$ cat src/rtl/div_sequencer.sv
// Sequencer between issue and the iterative unsigned divider: RV64M sign fix-up, zero/overflow bypass, flush.
// Optional DIV_WORD_OP_EN adds req_word and the 32-bit W-suffixed ops.
module div_sequencer #(
  parameter int XLEN  = 64,
  parameter int TAG_W = 5
) (
  input  logic             clk,
  input  logic             reset,
  input  logic             req_valid,
  output logic             req_ready,
  input  logic [1:0]       req_op,
`ifdef DIV_WORD_OP_EN
  input  logic             req_word,
`endif
  input  logic [XLEN-1:0]  req_rs1,
  input  logic [XLEN-1:0]  req_rs2,
  input  logic [TAG_W-1:0] req_tag,
  input  logic             flush,
  output logic             core_start,
  output logic             core_abort,
  output logic [XLEN-1:0]  core_dividend,
  output logic [XLEN-1:0]  core_divisor,
  input  logic             core_done,
  input  logic [XLEN-1:0]  core_quotient,
  input  logic [XLEN-1:0]  core_remainder,
  output logic             resp_valid,
  input  logic             resp_ready,
  output logic [XLEN-1:0]  resp_data,
  output logic [TAG_W-1:0] resp_tag
);

  typedef enum logic [1:0] {IDLE, START, CALC, RESP} state_e;

  localparam logic [XLEN-1:0] MIN_NEG = {1'b1, {(XLEN-1){1'b0}}};

  function automatic logic [XLEN-1:0] sext_w(input logic [XLEN-1:0] x, input logic w);
    return w ? {{(XLEN-32){x[31]}}, x[31:0]} : x;
  endfunction

  state_e            state_q, state_d;
  logic              req_ready_q, req_ready_d;
  logic              core_start_q, core_start_d;
  logic              resp_valid_q, resp_valid_d;
  logic [XLEN-1:0]   resp_data_q, resp_data_d;
  logic [TAG_W-1:0]  resp_tag_q, resp_tag_d;
  logic [XLEN-1:0]   core_dividend_q, core_dividend_d;
  logic [XLEN-1:0]   core_divisor_q, core_divisor_d;
  logic [1:0]        op_q, op_d;
  logic              neg_a_q, neg_a_d, neg_b_q, neg_b_d;
  logic              word_q, word_d;

  logic              word_en, is_signed, neg_a, neg_b, div_zero, ovf;
  logic [XLEN-1:0]   a_ext, b_ext, byp_data, q_fix, r_fix;

`ifdef DIV_WORD_OP_EN
  assign word_en = req_word;
`else
  assign word_en = 1'b0;
`endif

  // Operand preparation for the request currently presented.
  always_comb begin
    is_signed = ~req_op[0];
    a_ext     = req_rs1;
    b_ext     = req_rs2;
    div_zero  = (req_rs2 == '0);
    ovf       = is_signed && (req_rs1 == MIN_NEG) && (req_rs2 == '1);
    if (word_en) begin
      a_ext    = is_signed ? sext_w(req_rs1, 1'b1) : {{(XLEN-32){1'b0}}, req_rs1[31:0]};
      b_ext    = is_signed ? sext_w(req_rs2, 1'b1) : {{(XLEN-32){1'b0}}, req_rs2[31:0]};
      div_zero = (req_rs2[31:0] == 32'h0);
      ovf      = is_signed && (req_rs1[31:0] == 32'h8000_0000) && (req_rs2[31:0] == 32'hFFFF_FFFF);
    end
    neg_a    = is_signed & a_ext[XLEN-1];
    neg_b    = is_signed & b_ext[XLEN-1];
    // Div-by-zero: q = all-ones, r = dividend. Overflow: q = dividend, r = 0.
    if (req_op[1]) byp_data = div_zero ? a_ext : '0;
    else           byp_data = div_zero ? '1 : a_ext;
    q_fix    = (neg_a_q ^ neg_b_q) ? -core_quotient : core_quotient;
    r_fix    = neg_a_q ? -core_remainder : core_remainder;
  end

  always_comb begin
    state_d         = state_q;
    core_start_d    = 1'b0;
    resp_valid_d    = resp_valid_q;
    resp_data_d     = resp_data_q;
    resp_tag_d      = resp_tag_q;
    core_dividend_d = core_dividend_q;
    core_divisor_d  = core_divisor_q;
    op_d            = op_q;
    neg_a_d         = neg_a_q;
    neg_b_d         = neg_b_q;
    word_d          = word_q;
    case (state_q)
      IDLE: if (req_valid) begin
        op_d            = req_op;
        word_d          = word_en;
        neg_a_d         = neg_a;
        neg_b_d         = neg_b;
        resp_tag_d      = req_tag;
        core_dividend_d = neg_a ? -a_ext : a_ext;
        core_divisor_d  = neg_b ? -b_ext : b_ext;
        if (div_zero || ovf) begin
          state_d      = RESP;
          resp_valid_d = 1'b1;
          resp_data_d  = sext_w(byp_data, word_en);
        end else begin
          state_d      = START;
          core_start_d = 1'b1;
        end
      end
      START: state_d = CALC;
      CALC: if (core_done) begin
        state_d      = RESP;
        resp_valid_d = 1'b1;
        resp_data_d  = sext_w(op_q[1] ? r_fix : q_fix, word_q);
      end
      RESP: if (resp_ready) begin
        state_d      = IDLE;
        resp_valid_d = 1'b0;
      end
      default: state_d = IDLE;
    endcase
    // Flush wins over everything, including acceptance in IDLE.
    if (flush) begin
      state_d         = IDLE;
      core_start_d    = 1'b0;
      resp_valid_d    = 1'b0;
      resp_data_d     = resp_data_q;
      resp_tag_d      = resp_tag_q;
      core_dividend_d = core_dividend_q;
      core_divisor_d  = core_divisor_q;
      op_d            = op_q;
      neg_a_d         = neg_a_q;
      neg_b_d         = neg_b_q;
      word_d          = word_q;
    end
    req_ready_d = (state_d == IDLE);
  end

  always_ff @(posedge clk or posedge reset) begin
    if (reset) begin
      state_q         <= IDLE;
      req_ready_q     <= 1'b1;
      core_start_q    <= 1'b0;
      resp_valid_q    <= 1'b0;
      resp_data_q     <= '0;
      resp_tag_q      <= '0;
      core_dividend_q <= '0;
      core_divisor_q  <= '0;
      op_q            <= 2'b00;
      neg_a_q         <= 1'b0;
      neg_b_q         <= 1'b0;
      word_q          <= 1'b0;
    end else begin
      state_q         <= state_d;
      req_ready_q     <= req_ready_d;
      core_start_q    <= core_start_d;
      resp_valid_q    <= resp_valid_d;
      resp_data_q     <= resp_data_d;
      resp_tag_q      <= resp_tag_d;
      core_dividend_q <= core_dividend_d;
      core_divisor_q  <= core_divisor_d;
      op_q            <= op_d;
      neg_a_q         <= neg_a_d;
      neg_b_q         <= neg_b_d;
      word_q          <= word_d;
    end
  end

  assign req_ready     = req_ready_q;
  assign core_start    = core_start_q;
  // Abort must reach the core in the same cycle as the flush.
  assign core_abort    = flush && ((state_q == START) || (state_q == CALC));
  assign core_dividend = core_dividend_q;
  assign core_divisor  = core_divisor_q;
  assign resp_valid    = resp_valid_q;
  assign resp_data     = resp_data_q;
  assign resp_tag      = resp_tag_q;

endmodule

$ cat config.mk
export PLATFORM = sky130hd
export DESIGN_NAME = div_sequencer
export DESIGN_NICKNAME = d
export VERILOG_FILES = /design/src/rtl/div_sequencer.sv
export SDC_FILE = /design/constraint.sdc
export NUM_CORES = 1
export LEC_CHECK = 0
export ABC_CLOCK_PERIOD_IN_PS = 15650
export BUFFER_PORTS_ARGS = -buffer_cell sky130_fd_sc_hd__buf_2
export CAP_MARGIN = 30
export CORE_AREA = 5 5 181 183
export CTS_BUF_LIST = sky130_fd_sc_hd__clkbuf_16
export CTS_CLUSTER_SIZE = 8
export DETAILED_ROUTE_END_ITERATION = 10
export DIE_AREA = 0 0 186 188
export GPL_TIMING_DRIVEN = 1
export PLACE_DENSITY = 0.78
export SYNTH_ARGS = -nofsm -noshare
export SYNTH_HDL_FRONTEND = slang
export SYNTH_SLANG_ARGS = --single-unit
$ cat constraint.sdc
create_clock -name clk -period 15.65 [get_ports clk]
set_input_delay 0 -clock clk [delete_from_list [all_inputs] [get_ports clk]]
set_output_delay 0 -clock clk [all_outputs]
set_load 0.03 [all_outputs]
Yosys cells after proc, flatten, opt, wreduce, memory -nomap -nowiden

Cells that the tools add are included.

Register bits after elaboration: 206
Input bits: 269
Output and inout port bits: 201
Word-level logic and storage cells: 73

$add $sub $neg: 4
Eq/ne operators: 12
Muxes and demuxes: 28
Bitwise gates (word level): 5
Reduce and logical (&&, ||, !) cells: 13

Operator list:

| kind                   | number |
|---|---|
| $mux W64               | 11 |
| $neg A64 Y64           | 4 |
| $eq A64 B64 Y1 const B | 2 |
| $pmux W64 S2           | 1 |
| $logic_not A64 Y1      | 1 |
| $ne A3 B3 Y1 const B   | 4 |
| $mux W2                | 5 |
| $reduce_and A5 Y1      | 2 |
| $mux W1                | 9 |
| $pmux W2 S4            | 1 |
| $ne A2 B2 Y1 const B   | 3 |
| $eq A2 B2 Y1 const B   | 2 |
| $logic_not A2 Y1       | 2 |
| $reduce_bool A4 Y1     | 1 |
| $logic_and A1 B1 Y1    | 3 |
| $pmux W1 S3            | 1 |
| $reduce_and A3 Y1      | 1 |
| $and A1 B1 Y1          | 2 |
| $eq A2 B1 Y1 const B   | 1 |
| $logic_or A1 B1 Y1     | 2 |
| $not A1 Y1             | 2 |
| $reduce_bool A2 Y1     | 1 |
| $xor A1 B1 Y1          | 1 |

Longest topological paths before layout

Depth in word-level cells: 9
Depth in mapped cells: 12
Mapped depth without buffers: 9

Least setup slack after synthesis

No wires, ideal clock.

Path kind: input -> register
Start: input req_rs1[6]
End: register resp_data_q[10] (netlist: resp_data[10])
Arrival time: 2.632 ns
Data required time: 15.525 ns
Path slack: 12.893 ns
Stages: 9
Path buffers: 2
Cells stage by stage: or4_1 > or3_1 > buf_2 > or4_4 > nor4_4 > o211ai_4 > nand2_4 > buf_4 > mux2_2

Longest elaborated chain between the ends: 6

Ends and longest elaborated chain:

| item                               | line | text |
|---|---|---|
| start: declaration                 | 15   | `input logic [XLEN-1:0] req_rs1,` |
| $eq A64 B64 Y1                     | 67   | `ovf = is_signed && (req_rs1 == MIN_NEG) && (req_rs2 == '1);` |
| $logic_and A1 B1 Y1 (2 in a row)   | 67   |  |
| $logic_or A1 B1 Y1                 | 104  | `if (div_zero \|\| ovf) begin` |
| $ne A2 B2 Y1 (no source line)      | -    |  |
| $reduce_and A5 Y1 (no source line) | -    |  |
| end signal: assignment             | 161  | `resp_data_q <= resp_data_d;` |
| end: declaration                   | 44   | `logic [XLEN-1:0] resp_data_q, resp_data_d;` |

Every way passes these cells.
A chain may end at the register's enable or synchronous reset.

Worst setup path in the final report

Start: input req_rs2[9]
End: register resp_data_q[58] (netlist: resp_data[58])

Longest elaborated chain between the ends: 6
Elaborated cells on any way between the ends: 12
Those cells by class: eq/ne: 2; mux: 6; reduce/logical: 4

Ends and longest elaborated chain:

| item                        | line   | text |
|---|---|---|
| start: declaration          | 16     | `input logic [XLEN-1:0] req_rs2,` |
| $logic_not A64 Y1           | 66     | `div_zero = (req_rs2 == '0);` |
| $mux W64 (on tied branches) | 78, 77 |  |
| $mux W64                    | 77     | `if (req_op[1]) byp_data = div_zero ? a_ext : '0;` |
| $mux W64                    | 104    |  |
| $mux W64                    | 96     | `IDLE: if (req_valid) begin` |
| $pmux W64 S2                | 95     | `case (state_q)` |

Parallel ways exist; a longest one is shown, timed or not. The select of a mux whose other input is x is not followed.

==> out/results.ini <==
[outcome]
status=finished clean

[global_route]
grt_pass1_vias=18200
grt_max_degree=130
grt_usage_pct=39.7
overflow=0
grt_first_pass_wirelength_mm=109
antenna_found_initial=3

[clock_network]
htree_num_levels=1
cts_buffers=29
cts_sinks=205
cts-root-buf=clkbuf_16
cts_tree=built
cts_resized=0
holdBufCountCts=182
post-cts-setup-buffers=0
insertion_delay_ns=0.55
clock_path_buffers=3
clk_pin_slew_ns=0.06

[cells_and_area]
drive_above_1_share_pct=23.6
fill_cells=2607
final-seq-area_mm2=0.00513
multi_input_area_mm2=0.0101
final_nets=2805
area_delta_synth_final_pct=32.6
stdcell_area_mm2=0.0211

[sta]
setup_viol=0
tightest_slew_ns=1.08
finalCriticalPeriod_ns=4.13
tns_ns=0
period_share_pct=26.4
maxSlewHeadroom_pct=27.6
fmax_mhz=242
fin_worst_skew_ns=0.0294
rsz0062_at_grt=false
hold_violations=0
maxSlewViolCount=0

[logic_synthesis]
synth.distinct_cells=76
synth_edf_count=0
synth_compound_area_share_pct=21.0
synth_seq_cells=205
synthMuxAreaShare_pct=3.03
synth_top_family_by_area=simple AND/OR/NAND/NOR gates
yosys.area_share.simple_pct=23.6
syn_area_mm2=0.0159
synth_area_per_cell_um2=8.09
yosys_warnings=0
ys.flop_type=dfrtp_1
synth_xor_area_share_pct=12.5
synthAdderAreaFrac_pct=3.11
async_reset_ff_share_pct=100
synthesis.nets=2240
yosysSeqAreaShare_pct=32.3
synthCells=1962

[critical_path]
critPathMaxFanout=35
crit_family=simple AND/OR/NAND/NOR gates
critPathMaxStageDelay_ns=0.67
crit_path_end_kind=flop
cp.required_ns=16.09
start_kind=input pin
cp_slowest_cell=or4_1
critPathBufInv=3
path_cells=dlygate4sd3_1 -> buf_2 -> nor4_1 -> nand4_1 -> or4_1 -> nor4_4 -> o211ai_4 -> nand2_4 -> a31oi_1 -> dlygate4sd3_1
critPathArrivalTime_ns=4.57
critPathKind=in -> reg
cp_common_cell=dlygate4sd3_1

[placement]
placed_area_mm2=0.0184
hpwlAfterDp_mm=54.2
io_buffers=469
gp_congestion=1.03

[route]
dr.pass1.iters=9
finalWirelength_mm=73.1
drc=0
wl_per_cell_um=24.8
ant_nets=0
via_count=19100
drt_iter0_markers=2515
vias_per_cell=6.49

[die]
die-area_mm2=0.0350
row_count=65
die_height_um=188
pin_count=470
start_util_pct=51.1
fp.dieW_um=186
core_mm2=0.0311

[pwr]
leakagePower_nw=9.02
power.density_mw_per_mm2=104
peakVddDrop_uv=67.4

[run]
cap_violations=0

[worst_hold_path]
holdCritPathClass=in -> reg

## path summary, 6_finish.rpt
| kind | from | to | slack (ns) | cells past startpoint |
|---|---|---|---|---|
| worst max-delay path | req_rs2[9] | resp_data[58]$_DFFE_PP0P_ | 11.52 | 10 |
| worst min-delay path | core_quotient[18] | resp_data[18]$_DFFE_PP0P_ | 0.008 | 5 |
| worst max register to register | state_q[0]$_DFF_PP0_ | resp_data[58]$_DFFE_PP0P_ | 11.79 | 11 |
| worst min register to register | core_divisor[49]$_DFFE_PP0P_ | core_divisor[49]$_DFFE_PP0P_ | 0.47 | 2 |
| max in group asynchronous | reset | core_divisor[13]$_DFFE_PP0P_ | 13.71 | 7 |
| min in group asynchronous | reset | core_dividend[6]$_DFFE_PP0P_ | 0.45 | 4 |
## routing by layer
metal  part of all wire, %  vias to the layer above  routed length (um)  global-route usage (%)
met1                    38                     8966               27900                    54.4
met3                    13                      271                9180                    8.44
met4                   5.6                        0                4120                    17.7
met2                    44                     1531               31900                    60.4
met5                     0                        -                   0                       0
li1                      -                     8365                   -                       -
## metrics by stage
step | hold WS [ns] | power [mW] | utilization [%] | worst slack [ns] | instances
after floorplan | 0.0746 | 1.24 | - | 10.06 | 1962
after global placement | 0.235 | 1.54 | 59.1 | 12.01 | 2713
after detailed placement | 0.241 | 1.55 | 59.2 | 11.87 | 2714
after CTS | 0.000561 | 2.16 | 67.6 | 11.62 | 2940
after global routing | 0.0314 | 2.27 | 67.7 | 11.36 | 2945
final | 0.00758 | 2.18 | 67.8 | 11.52 | 2948
## cell usage after synthesis, types with 35 or more instances
cell type	count	area, um^2
maj3_1	38	380
nor3_1	75	375
nor4_1	55	344
nand2_1	206	773
clkbuf_1	116	435
nand3_1	69	345
o31ai_1	53	398
a21oi_1	80	400
or4_1	35	263
dfrtp_1	204	5100
xnor2_1	126	1100
o21ai_0	215	1080
o41ai_1	49	429
nor2_1	125	469
xor2_1	100	876
nand4_1	49	307
## sequential cells by signal, summed over array words and instances, names as in the netlist
register       flops
req_ready          1
state_q            2
neg_a_q            1
core_divisor      64
resp_valid         1
resp_tag           5
op_q               1
resp_data         64
core_start         1
core_dividend     64
neg_b_q            1
## layout make-up
cell class | count | share of cell area, %
Tap cell | 402 | 2.39
Inverter | 36 | 0.678
Sequential cell | 205 | 24.4
Timing Repair Buffer | 675 | 20.9
Antenna cell | 6 | 0.0713
Clock buffer | 29 | 3.45
Multi-Input combinational cell | 1580 | 47.9
Clock inverter | 15 | 0.297
## worst reg2reg max path: cells and delay by family (launching register included)
family | cells | cell delay, ns
AOI/OAI and AO/OA | 2 | 0.57
adders and majority gates | 1 | 0.16
DFF | 1 | 0.42
buffers and inverters | 4 | 1.40
and+or+nand+nor | 4 | 1.20
## cell families (layout without fill, tap and decap cells)
group	count (synthesis)	in the layout
buffers and inverters	177	755
XOR/XNOR	226	226
other	0	6
AND/OR/NAND/NOR	733	733
flip-flops	205	205
adder cells (fa/ha/maj)	47	47
multiplexers	44	44
AO/OA/AOI/OAI	530	530
## report_power, final
part           internal [mW]  switching (mW)
Combinational          0.303           0.617
Sequential             0.632          0.0651
Clock                  0.327           0.239
## cells in the final DEF, fill, tap and decap left out, drive strengths merged, types with 5 or more instances in the layout
| master | Yosys | routed |
|---|---|---|
| nor2b | 10 | 10 |
| mux2i | 12 | 12 |
| or3 | 34 | 34 |
| nand2 | 207 | 207 |
| a21oi | 80 | 80 |
| ha | 9 | 9 |
| and3 | 12 | 12 |
| dfrtp | 204 | 204 |
| maj3 | 38 | 38 |
| diode | 0 | 6 |
| o21ai | 218 | 218 |
| inv | 35 | 49 |
| nand2b | 18 | 18 |
| nor2 | 126 | 126 |
| nand4 | 49 | 49 |
| a22oi | 6 | 6 |
| a221o | 6 | 6 |
| a211oi | 8 | 8 |
| xnor2 | 126 | 126 |
| mux2 | 32 | 32 |
| xor2 | 100 | 100 |
| o22ai | 14 | 14 |
| or4 | 37 | 37 |
| o31ai | 54 | 54 |
| a41oi | 5 | 5 |
| nor4 | 59 | 59 |
| o211ai | 29 | 29 |
| nand3 | 69 | 69 |
| or2 | 12 | 12 |
| a31oi | 26 | 26 |
| dlygate4sd3 | 0 | 183 |
| nand3b | 6 | 6 |
| buf | 25 | 492 |
| o41ai | 49 | 49 |
| nor3 | 76 | 76 |
| clkbuf | 116 | 29 |
Note: power is estimated with default switching activity, not from simulation.
